$ cat src/rtl/fifo_wr_arbiter_if.sv
// Bundle of the producer-side and FIFO-side signals of the write arbiter.
//   req        : per-requester "beat ready" flags
//   req_data   : per-requester data, requester i at [i*DW +: DW]
//   fifo_full  : FIFO full flag, combinational from the FIFO
//   gnt        : one-hot current owner (0 when idle)
//   ack        : per-requester beat-accepted strobe
//   fifo_wr    : FIFO write strobe
//   fifo_din   : FIFO write data
//   busy       : arbiter is in a burst
// master : environment side (producers + FIFO), slave : the arbiter.
interface fifo_wr_arbiter_if #(
    parameter int unsigned NREQ = 4,
    parameter int unsigned DW   = 4
);
    logic [NREQ-1:0]    req;
    logic [NREQ*DW-1:0] req_data;
    logic               fifo_full;
    logic [NREQ-1:0]    gnt;
    logic [NREQ-1:0]    ack;
    logic               fifo_wr;
    logic [DW-1:0]      fifo_din;
    logic               busy;

    modport master (
        output req, req_data, fifo_full,
        input  gnt, ack, fifo_wr, fifo_din, busy
    );

    modport slave (
        input  req, req_data, fifo_full,
        output gnt, ack, fifo_wr, fifo_din, busy
    );
endinterface

$ cat src/rtl/fifo_wr_arbiter.sv
// Round-robin arbiter sharing one FIFO write port between NREQ producers.
// Each grant lasts up to BURST_LEN accepted beats; FIFO full stalls the burst.
//   clk  : clock, all state on posedge
//   rst  : asynchronous active-low reset
//   bus  : fifo_wr_arbiter_if.slave (req/req_data/fifo_full in,
//          gnt/ack/fifo_wr/fifo_din/busy out)
module fifo_wr_arbiter #(
    parameter int unsigned NREQ      = 4,
    parameter int unsigned DW        = 4,
    parameter int unsigned BURST_LEN = 4
) (
    input  logic              clk,
    input  logic              rst,
    fifo_wr_arbiter_if.slave  bus
);
    localparam int unsigned IW = (NREQ > 1) ? $clog2(NREQ) : 1;
    localparam int unsigned CW = $clog2(BURST_LEN + 1);

    typedef enum logic [0:0] {StIdle, StBurst} state_e;

    state_e            state_q;
    logic [IW-1:0]     owner_q;
    logic [IW-1:0]     last_owner_q;
    logic [CW-1:0]     beat_cnt_q;
    logic [NREQ-1:0]   gnt_q;
    logic              busy_q;

    logic              pick_valid;
    logic [IW-1:0]     pick_idx;
    logic [IW-1:0]     cand;
    logic              owner_req;
    logic [DW-1:0]     owner_data;
    logic              accept;
    logic              last_beat;

    // Round-robin search starting just after the last owner. Walking k downward
    // lets the nearest requester overwrite the farther ones.
    always_comb begin
        pick_valid = 1'b0;
        pick_idx   = '0;
        cand       = '0;
        for (int k = NREQ; k >= 1; k--) begin
            cand = IW'((32'(last_owner_q) + 32'(k)) % NREQ);
            if (bus.req[cand]) begin
                pick_valid = 1'b1;
                pick_idx   = cand;
            end
        end
    end

    assign owner_req  = bus.req[owner_q];
    assign owner_data = bus.req_data[32'(owner_q) * DW +: DW];
    assign accept     = (state_q == StBurst) && owner_req && !bus.fifo_full;
    assign last_beat  = (beat_cnt_q == CW'(BURST_LEN - 1));

    // Accept-path outputs are combinational so the beat lands in the same cycle
    // and are derived from reset-cleared state, so they drop with async reset.
    assign bus.fifo_wr  = accept;
    assign bus.fifo_din = accept ? owner_data : '0;
    assign bus.ack      = accept ? (NREQ'(1) << owner_q) : '0;
    assign bus.gnt      = gnt_q;
    assign bus.busy     = busy_q;

    always_ff @(posedge clk or negedge rst) begin
        if (!rst) begin
            state_q      <= StIdle;
            owner_q      <= '0;
            last_owner_q <= IW'(NREQ - 1);
            beat_cnt_q   <= '0;
            gnt_q        <= '0;
            busy_q       <= 1'b0;
        end else begin
            unique case (state_q)
                StIdle: begin
                    if (pick_valid) begin
                        state_q    <= StBurst;
                        owner_q    <= pick_idx;
                        gnt_q      <= NREQ'(1) << pick_idx;
                        beat_cnt_q <= '0;
                        busy_q     <= 1'b1;
                    end
                end
                StBurst: begin
                    if (!owner_req) begin
                        // Early release: owner has nothing more to send.
                        state_q      <= StIdle;
                        gnt_q        <= '0;
                        busy_q       <= 1'b0;
                        last_owner_q <= owner_q;
                    end else if (!bus.fifo_full) begin
                        beat_cnt_q <= beat_cnt_q + 1'b1;
                        if (last_beat) begin
                            state_q      <= StIdle;
                            gnt_q        <= '0;
                            busy_q       <= 1'b0;
                            last_owner_q <= owner_q;
                        end
                    end
                end
                default: state_q <= StIdle;
            endcase
        end
    end
endmodule
$ cat src/flat_wrapper.sv
// flat-port wrapper written by rule: the top's interface ports become plain ports
module fifo_wr_arbiter_flat 
#(
    parameter int unsigned NREQ      = 4,
    parameter int unsigned DW        = 4,
    parameter int unsigned BURST_LEN = 4
)
  (clk, rst, bus_req, bus_req_data, bus_fifo_full, bus_gnt, bus_ack, bus_fifo_wr, bus_fifo_din, bus_busy);
  fifo_wr_arbiter_if #(.NREQ(NREQ), .DW(DW)) bus_i ();
  input  logic clk;
  input  logic rst;
  input wire logic [$bits(bus_i.req)-1:0] bus_req;
  input wire logic [$bits(bus_i.req_data)-1:0] bus_req_data;
  input wire logic [$bits(bus_i.fifo_full)-1:0] bus_fifo_full;
  output wire logic [$bits(bus_i.gnt)-1:0] bus_gnt;
  output wire logic [$bits(bus_i.ack)-1:0] bus_ack;
  output wire logic [$bits(bus_i.fifo_wr)-1:0] bus_fifo_wr;
  output wire logic [$bits(bus_i.fifo_din)-1:0] bus_fifo_din;
  output wire logic [$bits(bus_i.busy)-1:0] bus_busy;
  assign bus_i.req = bus_req;
  assign bus_i.req_data = bus_req_data;
  assign bus_i.fifo_full = bus_fifo_full;
  assign bus_gnt = bus_i.gnt;
  assign bus_ack = bus_i.ack;
  assign bus_fifo_wr = bus_i.fifo_wr;
  assign bus_fifo_din = bus_i.fifo_din;
  assign bus_busy = bus_i.busy;
  fifo_wr_arbiter #(.NREQ(NREQ), .DW(DW), .BURST_LEN(BURST_LEN)) u_core (.clk(clk), .rst(rst), .bus(bus_i));
endmodule
$ cat config.mk
export PLATFORM = sky130hd
export DESIGN_NAME = fifo_wr_arbiter_flat
export DESIGN_NICKNAME = d
export VERILOG_FILES = /design/src/rtl/fifo_wr_arbiter_if.sv /design/src/rtl/fifo_wr_arbiter.sv /design/src/flat_wrapper.sv
export SDC_FILE = /design/constraint.sdc
export NUM_CORES = 1
export LEC_CHECK = 0
export BUFFER_PORTS_ARGS = -buffer_cell sky130_fd_sc_hd__buf_2
export CORE_MARGIN = 3
export CORE_UTILIZATION = 40
export DETAILED_ROUTE_END_ITERATION = 16
export HOLD_SLACK_MARGIN = 0.05
export PLACE_DENSITY = 0.8
export SLEW_MARGIN = 20
export SYNTH_ARGS = -nofsm -noshare
export SYNTH_HDL_FRONTEND = slang
export SYNTH_SLANG_ARGS = --single-unit
$ cat constraint.sdc
create_clock -name clk -period 2 [get_ports clk]
set_clock_uncertainty 0.2 [all_clocks]
set_input_delay 0.3 -clock clk [delete_from_list [all_inputs] [get_ports clk]]
set_output_delay 0.3 -clock clk [all_outputs]
set_load 0.01 [all_outputs]
==> results of run 1 <==
what timing repair did:
action,CTS,global route
gates cloned,0,1
pin swaps,0,1
buffers inserted,2,0
hold buffers,1,0
gates resized for setup,3,2
setup endpoints to repair,9,9
endpoints found under the hold margin,13,0
cells by family (layout without fill, tap and decap cells):
family,after synthesis,count (layout),share of synthesized area
AOI/OAI and AO/OA,20,20,0.155
adders and majority gates,2,2,0.0284
buffers and inverters,9,58,0.0484
DFF,13,13,0.373
muxes,10,10,0.191
and+or+nand+nor,28,28,0.205
power groups by stage:
stage,clock (uW),sequential (uW),combinational (uW)
after floorplan,0,504,556
after global routing,175,512,989
after detailed placement,0,494,839
final,155,492,888
after global placement,0,487,818
after CTS,163,491,883
worst max path at each step:
stage / to / slack [ns] / startpoint / depth (start not counted)
2_1_floorplan: bus_ack[2] / 0.14 / u_core.owner_q[0]$_DFFE_PN0P_ / 4
6_report: bus_fifo_din[2] / -0.14 / u_core.owner_q[0]$_DFFE_PN0P_ / 4
3_5_place_dp: bus_ack[2] / 0.05 / bus_req[0] / 6
3_3_place_gp: bus_ack[2] / 0.09 / bus_req[0] / 6
4_1_cts: bus_fifo_din[2] / -0.15 / u_core.owner_q[0]$_DFFE_PN0P_ / 4
5_1_grt: bus_ack[3] / -0.21 / u_core.owner_q[0]$_DFFE_PN0P_ / 5
Yosys cell counts, drive strengths merged:
library cell  number  area share
a21boi             1      0.0085
a21o               1       0.010
a21oi              6       0.038
a22o               1       0.010
a32o               1       0.011
and2b              1      0.0085
and3               1      0.0071
and3b              1       0.010
buf                2       0.018
clkbuf             1      0.0043
dfrtp             11        0.31
dfstp              2       0.060
ha                 2       0.028
inv                6       0.026
mux2               4       0.051
mux2i              1       0.011
mux4               5        0.13
nand2              3       0.016
nand2b             2       0.014
nand3              4       0.028
nand3b             1       0.013
nor2               3       0.013
nor2b              5       0.036
nor3               1      0.0057
nor3b              2       0.017
nor4               1      0.0071
o21ai              6       0.038
o221ai             1       0.010
o2bb2ai            1       0.010
o31ai              1      0.0085
o32ai              1       0.010
or2                1      0.0071
or2b               1       0.010
or4                1       0.013
layout make-up:
class                      count  area, um^2  share of cell area
sequential                    13         328               0.271
timing repair buffer          48         277               0.229
multi-input combinational     60         523               0.432
clock buffer                   4        26.3              0.0217
tap                           27        33.8              0.0279
inverter                       6        22.5              0.0186
metrics by stage:
| stage | utilization | area (um^2) |
|---|---|---|
| floorplan | - | 880 |
| global placement | 0.561 | 1130 |
| detailed placement | 0.561 | 1130 |
| CTS | 0.592 | 1200 |
| global route | 0.598 | 1210 |
| finish | 0.598 | 1210 |
flip-flops by register name, summed over array words and instances, names as in the netlist:
| signal | flops |
|---|---|
| u_core.beat_cnt_q | 3 |
| u_core.bus.busy | 1 |
| u_core.bus.gnt | 4 |
| u_core.last_owner_q | 2 |
| u_core.owner_q | 2 |
| u_core.state_q | 1 |
cell usage in the layout (no fill, tap or decap), drive strengths merged, types with 2 or more instances in the layout:
master / n
nand2b: 2
mux2: 4
a21oi: 6
nor2: 3
clkbuf: 4
buf: 47
nor3b: 2
dfstp: 2
inv: 6
o21ai: 6
ha: 2
nor2b: 5
nand2: 3
dfrtp: 11
mux4: 5
nand3: 4
layer usage:
metal	vias up	routed length (um)	GRT usage
met4	0	23	0.0596
met5	-	0	0
met3	2	116	0.0310
li1	405	-	-
met2	27	993	0.275
met1	380	901	0.203
critical path: stages (launching register included):
cell and delay, ns:
dfrtp_1 0.37, buf_4 0.20, mux4_2 0.52, nor2b_1 0.15, buf_2 0.13
==> qor.csv, run 1 <==
metric;value;unit
switching fraction of total power;0.391;
filler cell count;175;
crit end category;primary output;
Worst EP arrival;1.64;ns
Ports;37;
GRT Total Usage;0.162;
Hold Vio Cnt, Final;0;
# clock sinks;13;
Worst Setup Start Kind;register;
Slew Limit Headroom;0.710;
first-pass GRT wire length;3370;um
Setup WS pre-CTS;0.0500;ns
CTS H-Tree Depth;1;
internal power;935;uW
Pleak;0.000607;uW
initial antenna violation count;0;
status;complete, but fails checks;
share of layout cells above drive strength 1;0.542;
r2r setup slk;0.16;ns
syn nets;107;
Starting Density;0.435;
Max Buffers Root-to-Sink;2;
WHS;0.236;ns
pwr/cell area;1270;nW/um^2
min Tclk post-route;2.14;ns
Peak Freq;0.468;GHz
Area growth syn-to-layout;37.6;%
worst setup margin;-0.138;ns
max capacitance violation total;0;
worst reg2reg path endpoint;u_core.last_owner_q[1]$_DFFE_PN1P_;
setup TNS;-0.944;ns
Detail Placement HPWL;1620;um
fin nets;157;
Residual DRC;0;
vias per cell;5.15;
row cnt;16;
clock slew at reported path FFs;0.07;ns
CTS tree;yes;
HP Class;input port to asynchronous set/reset pin;
critical path required time;1.50;ns
n_diodes;0;
cell count after placement;150;
CP Class;register to primary output;
RSZ-0062 raised after global routing;yes;
cell count after synthesis;82;
routed wire length;2030;um
Avg Inst Size Synth;10.7;um^2
sequential element share of the synthesized area;0.373;
final setup vio count;8;
Reg-to-Reg Start;u_core.owner_q[0]$_DFFE_PN0P_;
largest net degree at the start of global routing;14;
IO Port Bufs;36;
maximum vdd drop;0.000606;V
GP Congestion;0.826;
Antenna Nets Post-Route;0;
CTS root buf;clkbuf_4;
Flop pwr share;0.321;
mapped cell area;880;um^2
Core ar.;2020;um^2
power share of the clock group;0.101;
Total Power;1540;uW
drt pass-1 iters;4;
Combinational Power Share;0.579;
die width;52.9;um
die area;2800;um^2
Yosys warning total;0;
Synth Register Bits;13;
vias in the first global route;805;
non-filler instance count after layout;158;
Netlist cell types;40;
Worst-Skew Late Latency;0.27;ns
Routed WL per cell;12.9;um
final worst-path cycle share;1.07;
reg2reg path depth;4;
die height;52.9;um
net switching power;600;uW
worst-path maximum fanout;10;
failing checks;setup timing;
Slew @ Worst Pin;0.435;ns
GRT overflow;0;
Max Slew Vio Count;0;
CTS Buf Count;3;
Via Count;814;
drt initial violations;9;
(Power assumes the default switching activity.)
==> inputs of run 2 (changes only) <==
--- a/config.mk
+++ b/config.mk
@@ -6,9 +6,10 @@
 export NUM_CORES = 1
 export LEC_CHECK = 0
 export BUFFER_PORTS_ARGS = -buffer_cell sky130_fd_sc_hd__buf_2
-export CORE_MARGIN = 3
+export CORE_MARGIN = 4
 export CORE_UTILIZATION = 40
 export DETAILED_ROUTE_END_ITERATION = 16
+export GPL_ROUTABILITY_DRIVEN = 0
 export HOLD_SLACK_MARGIN = 0.05
 export PLACE_DENSITY = 0.8
 export SLEW_MARGIN = 20
==> run 2 against run 1 <==
Net effect:
- the run still ends with setup timing left
- non-clock buffer count is 1 lower
- sequential power is 1% higher
- via count is 0.61% higher
- setup slack worse by 0.022 ns
- first-iteration DRC count is 33% lower
- critical path type unchanged
- highest routed layer unchanged
==> qor.csv, run 2 (synthesized netlist as in run 1, its figures left out) <==
metric;value;unit
cell area after layout;1220;um^2
CP Class;register to primary output;
die height;54.9;um
largest net degree at the start of global routing;14;
Core ar.;2020;um^2
fin nets;156;
Max Buffers Root-to-Sink;2;
Hold Vio Cnt, Final;0;
drt initial violations;6;
most frequent cells in the layout;buf_2 (35), dfrtp_1 (11), buf_4 (7);
CTS root buf;clkbuf_4;
die width;54.9;um
final worst-path cycle share;1.08;
Routed WL per cell;13.6;um
GRT overflow;0;
CTS Buf Count;3;
final setup vio count;9;
worst-path maximum fanout;8;
Ports;37;
status;complete, but fails checks;
min Tclk post-route;2.16;ns
most common cell after layout, fill and taps aside;buf_2;
Worst EP arrival;1.66;ns
drt pass-1 iters;4;
CTS tree;yes;
routed wire length;2130;um
Residual DRC;0;
Detail Placement HPWL;1650;um
max capacitance violation total;0;
reg2reg path depth;4;
RSZ-0062 raised after global routing;yes;
Starting Density;0.435;
clock slew at reported path FFs;0.08;ns
initial antenna violation count;0;
Via Count;819;
# clock sinks;13;
row cnt;16;
Max Slew Vio Count;0;
share of layout cells above drive strength 1;0.538;
CTS H-Tree Depth;1;
die area;3010;um^2
filler cell count;165;
GRT Total Usage;0.157;
Worst-Skew Late Latency;0.28;ns
maximum vdd drop;0.000741;V
worst setup margin;-0.160;ns
n_diodes;0;
cell count after placement;149;
Slew @ Worst Pin;0.468;ns
Peak Freq;0.463;GHz
Antenna Nets Post-Route;0;
Slew Limit Headroom;0.688;
Area growth syn-to-layout;38.3;%
pwr/cell area;1300;nW/um^2
Setup WS pre-CTS;0.0460;ns
HP Class;input port to asynchronous set/reset pin;
Pleak;0.000606;uW
vias per cell;5.22;
WHS;0.217;ns
failing checks;setup timing;
max FFs per register;4;
crit end category;primary output;
critical path required time;1.50;ns
Post-Place Cell Area;1130;um^2
vias in the first global route;774;
first-pass GRT wire length;3300;um
IO Port Bufs;36;
Worst Setup Start Kind;register;
non-filler instance count after layout;157;
[run 2: cell type report]
type                            count  area [um^2]  area share
Timing Repair Buffer               47          283       0.233
Clock buffer                        4         26.3      0.0216
Multi-Input combinational cell     60          523       0.430
Inverter                            6         22.5      0.0185
Sequential cell                    13          328       0.270
Tap cell                           27         33.8      0.0278
[run 2: where the power goes]
group          internal, uW  switching (uW)  total (uW)
sequential              395             103         498
clock                  77.6            90.4         168
combinational           479             433         911
total                   951             626        1580
[run 2: worst paths after layout]
kind                                                from                            endpoint  slack [ns]
setup / recovery           u_core.owner_q[0]$_DFFE_PN0P_                          bus_ack[1]       -0.16
hold / removal                                       rst            u_core.state_q$_DFF_PN0_        0.22
setup reg to reg           u_core.owner_q[0]$_DFFE_PN0P_  u_core.last_owner_q[1]$_DFFE_PN1P_        0.12
hold reg to reg            u_core.bus.gnt[1]$_DFFE_PN0P_       u_core.bus.gnt[1]$_DFFE_PN0P_        0.29
max in group asynchronous                            rst  u_core.last_owner_q[0]$_DFFE_PN1P_        1.10
min in group clk           u_core.bus.gnt[1]$_DFFE_PN0P_       u_core.bus.gnt[1]$_DFFE_PN0P_        0.29
[run 2: repair_timing]
action / CTS / global route
endpoints found under the setup margin: 9 / 9
pin swaps: 1 / 0
buffers inserted: 3 / 0
resized for setup: 5 / 2
hold buffers: 1 / 0
hold endpoints to repair: 13 / 0
[run 2: stage by stage]
stage / power [uW] / setup TNS [ns] / util
after floorplan: 1060 / 0 / -
after global placement: 1300 / 0 / 0.557
after detailed placement: 1330 / 0 / 0.557
after CTS: 1560 / -1.18 / 0.597
after global routing: 1700 / -1.83 / 0.601
final: 1580 / -1.32 / 0.601
[run 2: critical path: stages (launching register included)]
cell and delay (ns):
dfrtp_1 0.40, mux4_2 0.56, nand3b_4 0.11, buf_6 0.13, nor3b_1 0.05, buf_2 0.14
[run 2: metal layers]
metal | vias up | track usage | wire length [um]
met5 | - | 0 | 0
met4 | 0 | 0.109 | 45
met3 | 6 | 0.0295 | 170
met2 | 26 | 0.262 | 1060
met1 | 386 | 0.179 | 855
li1 | 401 | - | -
==> inputs of run 3 (changes only) <==
--- a/config.mk
+++ b/config.mk
@@ -10,8 +10,10 @@
 export CORE_UTILIZATION = 40
 export DETAILED_ROUTE_END_ITERATION = 16
 export GPL_ROUTABILITY_DRIVEN = 0
+export GPL_TIMING_DRIVEN = 0
 export HOLD_SLACK_MARGIN = 0.05
 export PLACE_DENSITY = 0.8
+export RECOVER_POWER = 50
 export SLEW_MARGIN = 20
 export SYNTH_ARGS = -nofsm -noshare
 export SYNTH_HDL_FRONTEND = slang
==> run 3 against run 2 <==
Net effect:
- register-to-register slack hardly changed
- global-route usage is 1.6 points lower
- design area shrank 2.1%
- sequential cell count stayed put
- the flow still finishes with violations (setup timing)
- hold slack improved by 0.080 ns
- non-clock buffer count decreased by 4
- via count is 2.1% lower
- core utilization shrank 1.2 points
- maximum frequency is 0.46% lower
- sequential power increased by 1%
==> qor.csv, run 3 (synthesized netlist as in run 1, its figures left out) <==
metric;value;unit
failing checks;setup timing;
Worst Setup Start Kind;register;
reg2reg path depth;4;
vias per cell;5.24;
first-pass GRT wire length;3020;um
internal power;913;uW
status;complete, but fails checks;
switching fraction of total power;0.401;
Max Slew Vio Count;0;
r2r setup slk;0.11;ns
CTS H-Tree Depth;1;
Reg-to-Reg Start;u_core.last_owner_q[1]$_DFFE_PN1P_;
fin nets;152;
CTS root buf;clkbuf_4;
worst-path maximum fanout;3;
Hold Path Origin;bus_req[2];
share of layout cells above drive strength 1;0.524;
row cnt;16;
Total Power;1520;uW
max incr delay on CP;0.56;ns
maximum vdd drop;0.000614;V
worst setup margin;-0.170;ns
CP Class;register to primary output;
GRT overflow;0;
initial antenna violation count;0;
Residual DRC;0;
Worst Hold Path EP;u_core.bus.busy$_DFFE_PN0P_;
Routed WL per cell;13.4;um
WHS;0.297;ns
Pleak;0.000575;uW
Hold Vio Cnt, Final;0;
final setup vio count;9;
vias in the first global route;713;
Antenna Nets Post-Route;0;
crit end category;primary output;
Ports;37;
final worst-path cycle share;1.09;
clock slew at reported path FFs;0.08;ns
Flop pwr share;0.331;
hold path depth;4;
filler cell count;172;
Slew @ Worst Pin;0.689;ns
worst reg2reg path endpoint;u_core.bus.gnt[3]$_DFFE_PN0P_;
Detail Placement HPWL;1580;um
most common cell after layout, fill and taps aside;buf_2;
Worst-Skew Late Latency;0.27;ns
CTS tree;yes;
HP Class;input port to register;
IO Port Bufs;36;
non-filler instance count after layout;153;
Setup WS pre-CTS;-0.0115;ns
Max Buffers Root-to-Sink;2;
Combinational Power Share;0.564;
Slew Limit Headroom;0.541;
RSZ-0062 raised after global routing;yes;
Via Count;802;
cells along the critical path;mux4_2 -> nand3b_4 -> inv_2 -> and3_4 -> buf_6;
max capacitance violation total;0;
Core ar.;2020;um^2
Area growth syn-to-layout;35.4;%
cell count after placement;145;
most frequent cells in the layout;buf_2 (32), dfrtp_1 (11);
CTS Buf Count;3;
Peak Freq;0.461;GHz
net switching power;611;uW
pwr/cell area;1280;nW/um^2
# clock sinks;13;
die height;54.9;um
drt pass-1 iters;4;
drt initial violations;6;
die width;54.9;um
CP max-delay cell;mux4_2;
routed wire length;2050;um
Worst EP arrival;1.67;ns
power share of the clock group;0.106;
max FFs per register;4;
largest net degree at the start of global routing;14;
Starting Density;0.435;
die area;3010;um^2
n_diodes;0;
min Tclk post-route;2.17;ns
critical path required time;1.50;ns
GRT Total Usage;0.141;
## run 3: cell count changes in the layout (fill, tap and decap cells not counted), sizes merged
cell	previous run	this run
buf	46	38
clkbuf	4	8
## run 3: area by class of cell
type | count | area [um^2] | area share
multi-input cells | 60 | 538 | 0.452
flip-flops and latches | 13 | 328 | 0.275
repair buffers | 40 | 215 | 0.181
well taps | 27 | 33.8 | 0.0284
plain buffers | 3 | 27.5 | 0.0231
clock buffers | 4 | 26.3 | 0.0221
inverters | 6 | 22.5 | 0.0189
## run 3: layer usage
layer / vias up / GRT usage / routed length, um
met4: 0 / 0.0729 / 17
li1: 393 / - / -
met1: 386 / 0.163 / 854
met2: 21 / 0.252 / 1060
met3: 2 / 0.0188 / 120
met5: - / 0 / 0
## run 3: worst max-delay path by stage
| stage | start | endpoint | cells past startpoint |
|---|---|---|---|
| floorplan | u_core.owner_q[0]$_DFFE_PN0P_ | bus_ack[2] | 4 |
| global placement | bus_req[3] | bus_ack[3] | 6 |
| detailed placement | bus_req[3] | bus_ack[3] | 6 |
| CTS | u_core.owner_q[0]$_DFFE_PN0P_ | bus_fifo_din[0] | 4 |
| global route | u_core.owner_q[0]$_DFFE_PN0P_ | bus_ack[3] | 5 |
| finish | u_core.owner_q[0]$_DFFE_PN0P_ | bus_ack[3] | 5 |
## run 3: stage by stage
step	area, um^2	TNS, ns	util
5_1_grt	1190	-2.00	0.589
3_5_place_dp	1090	-0.0115	0.541
6_report	1190	-1.22	0.589
3_3_place_gp	1090	0	0.541
2_1_floorplan	880	0	-
4_1_cts	1180	-1.22	0.584
## run 3: timing repair
action,CTS,global route
pin swaps,1,0
hold buffers,1,0
setup endpoints to repair,9,9
hold endpoints to repair,13,0
gates cloned,0,0
resized for setup,7,3
buffers inserted,3,0
## run 3: power by group through the flow
stage / registers [uW] / clock network (uW) / logic [uW]
2_1_floorplan: 504 / 0 / 556
3_3_place_gp: 492 / 0 / 765
3_5_place_dp: 499 / 0 / 784
4_1_cts: 500 / 167 / 852
5_1_grt: 525 / 182 / 948
6_report: 504 / 161 / 859
## run 3: critical path, delay by kind of cell (launching register included)
kind | cells | cell delay [ns]
flops | 1 | 0.40
buf+inv | 2 | 0.15
mux | 1 | 0.56
simple gates | 2 | 0.29
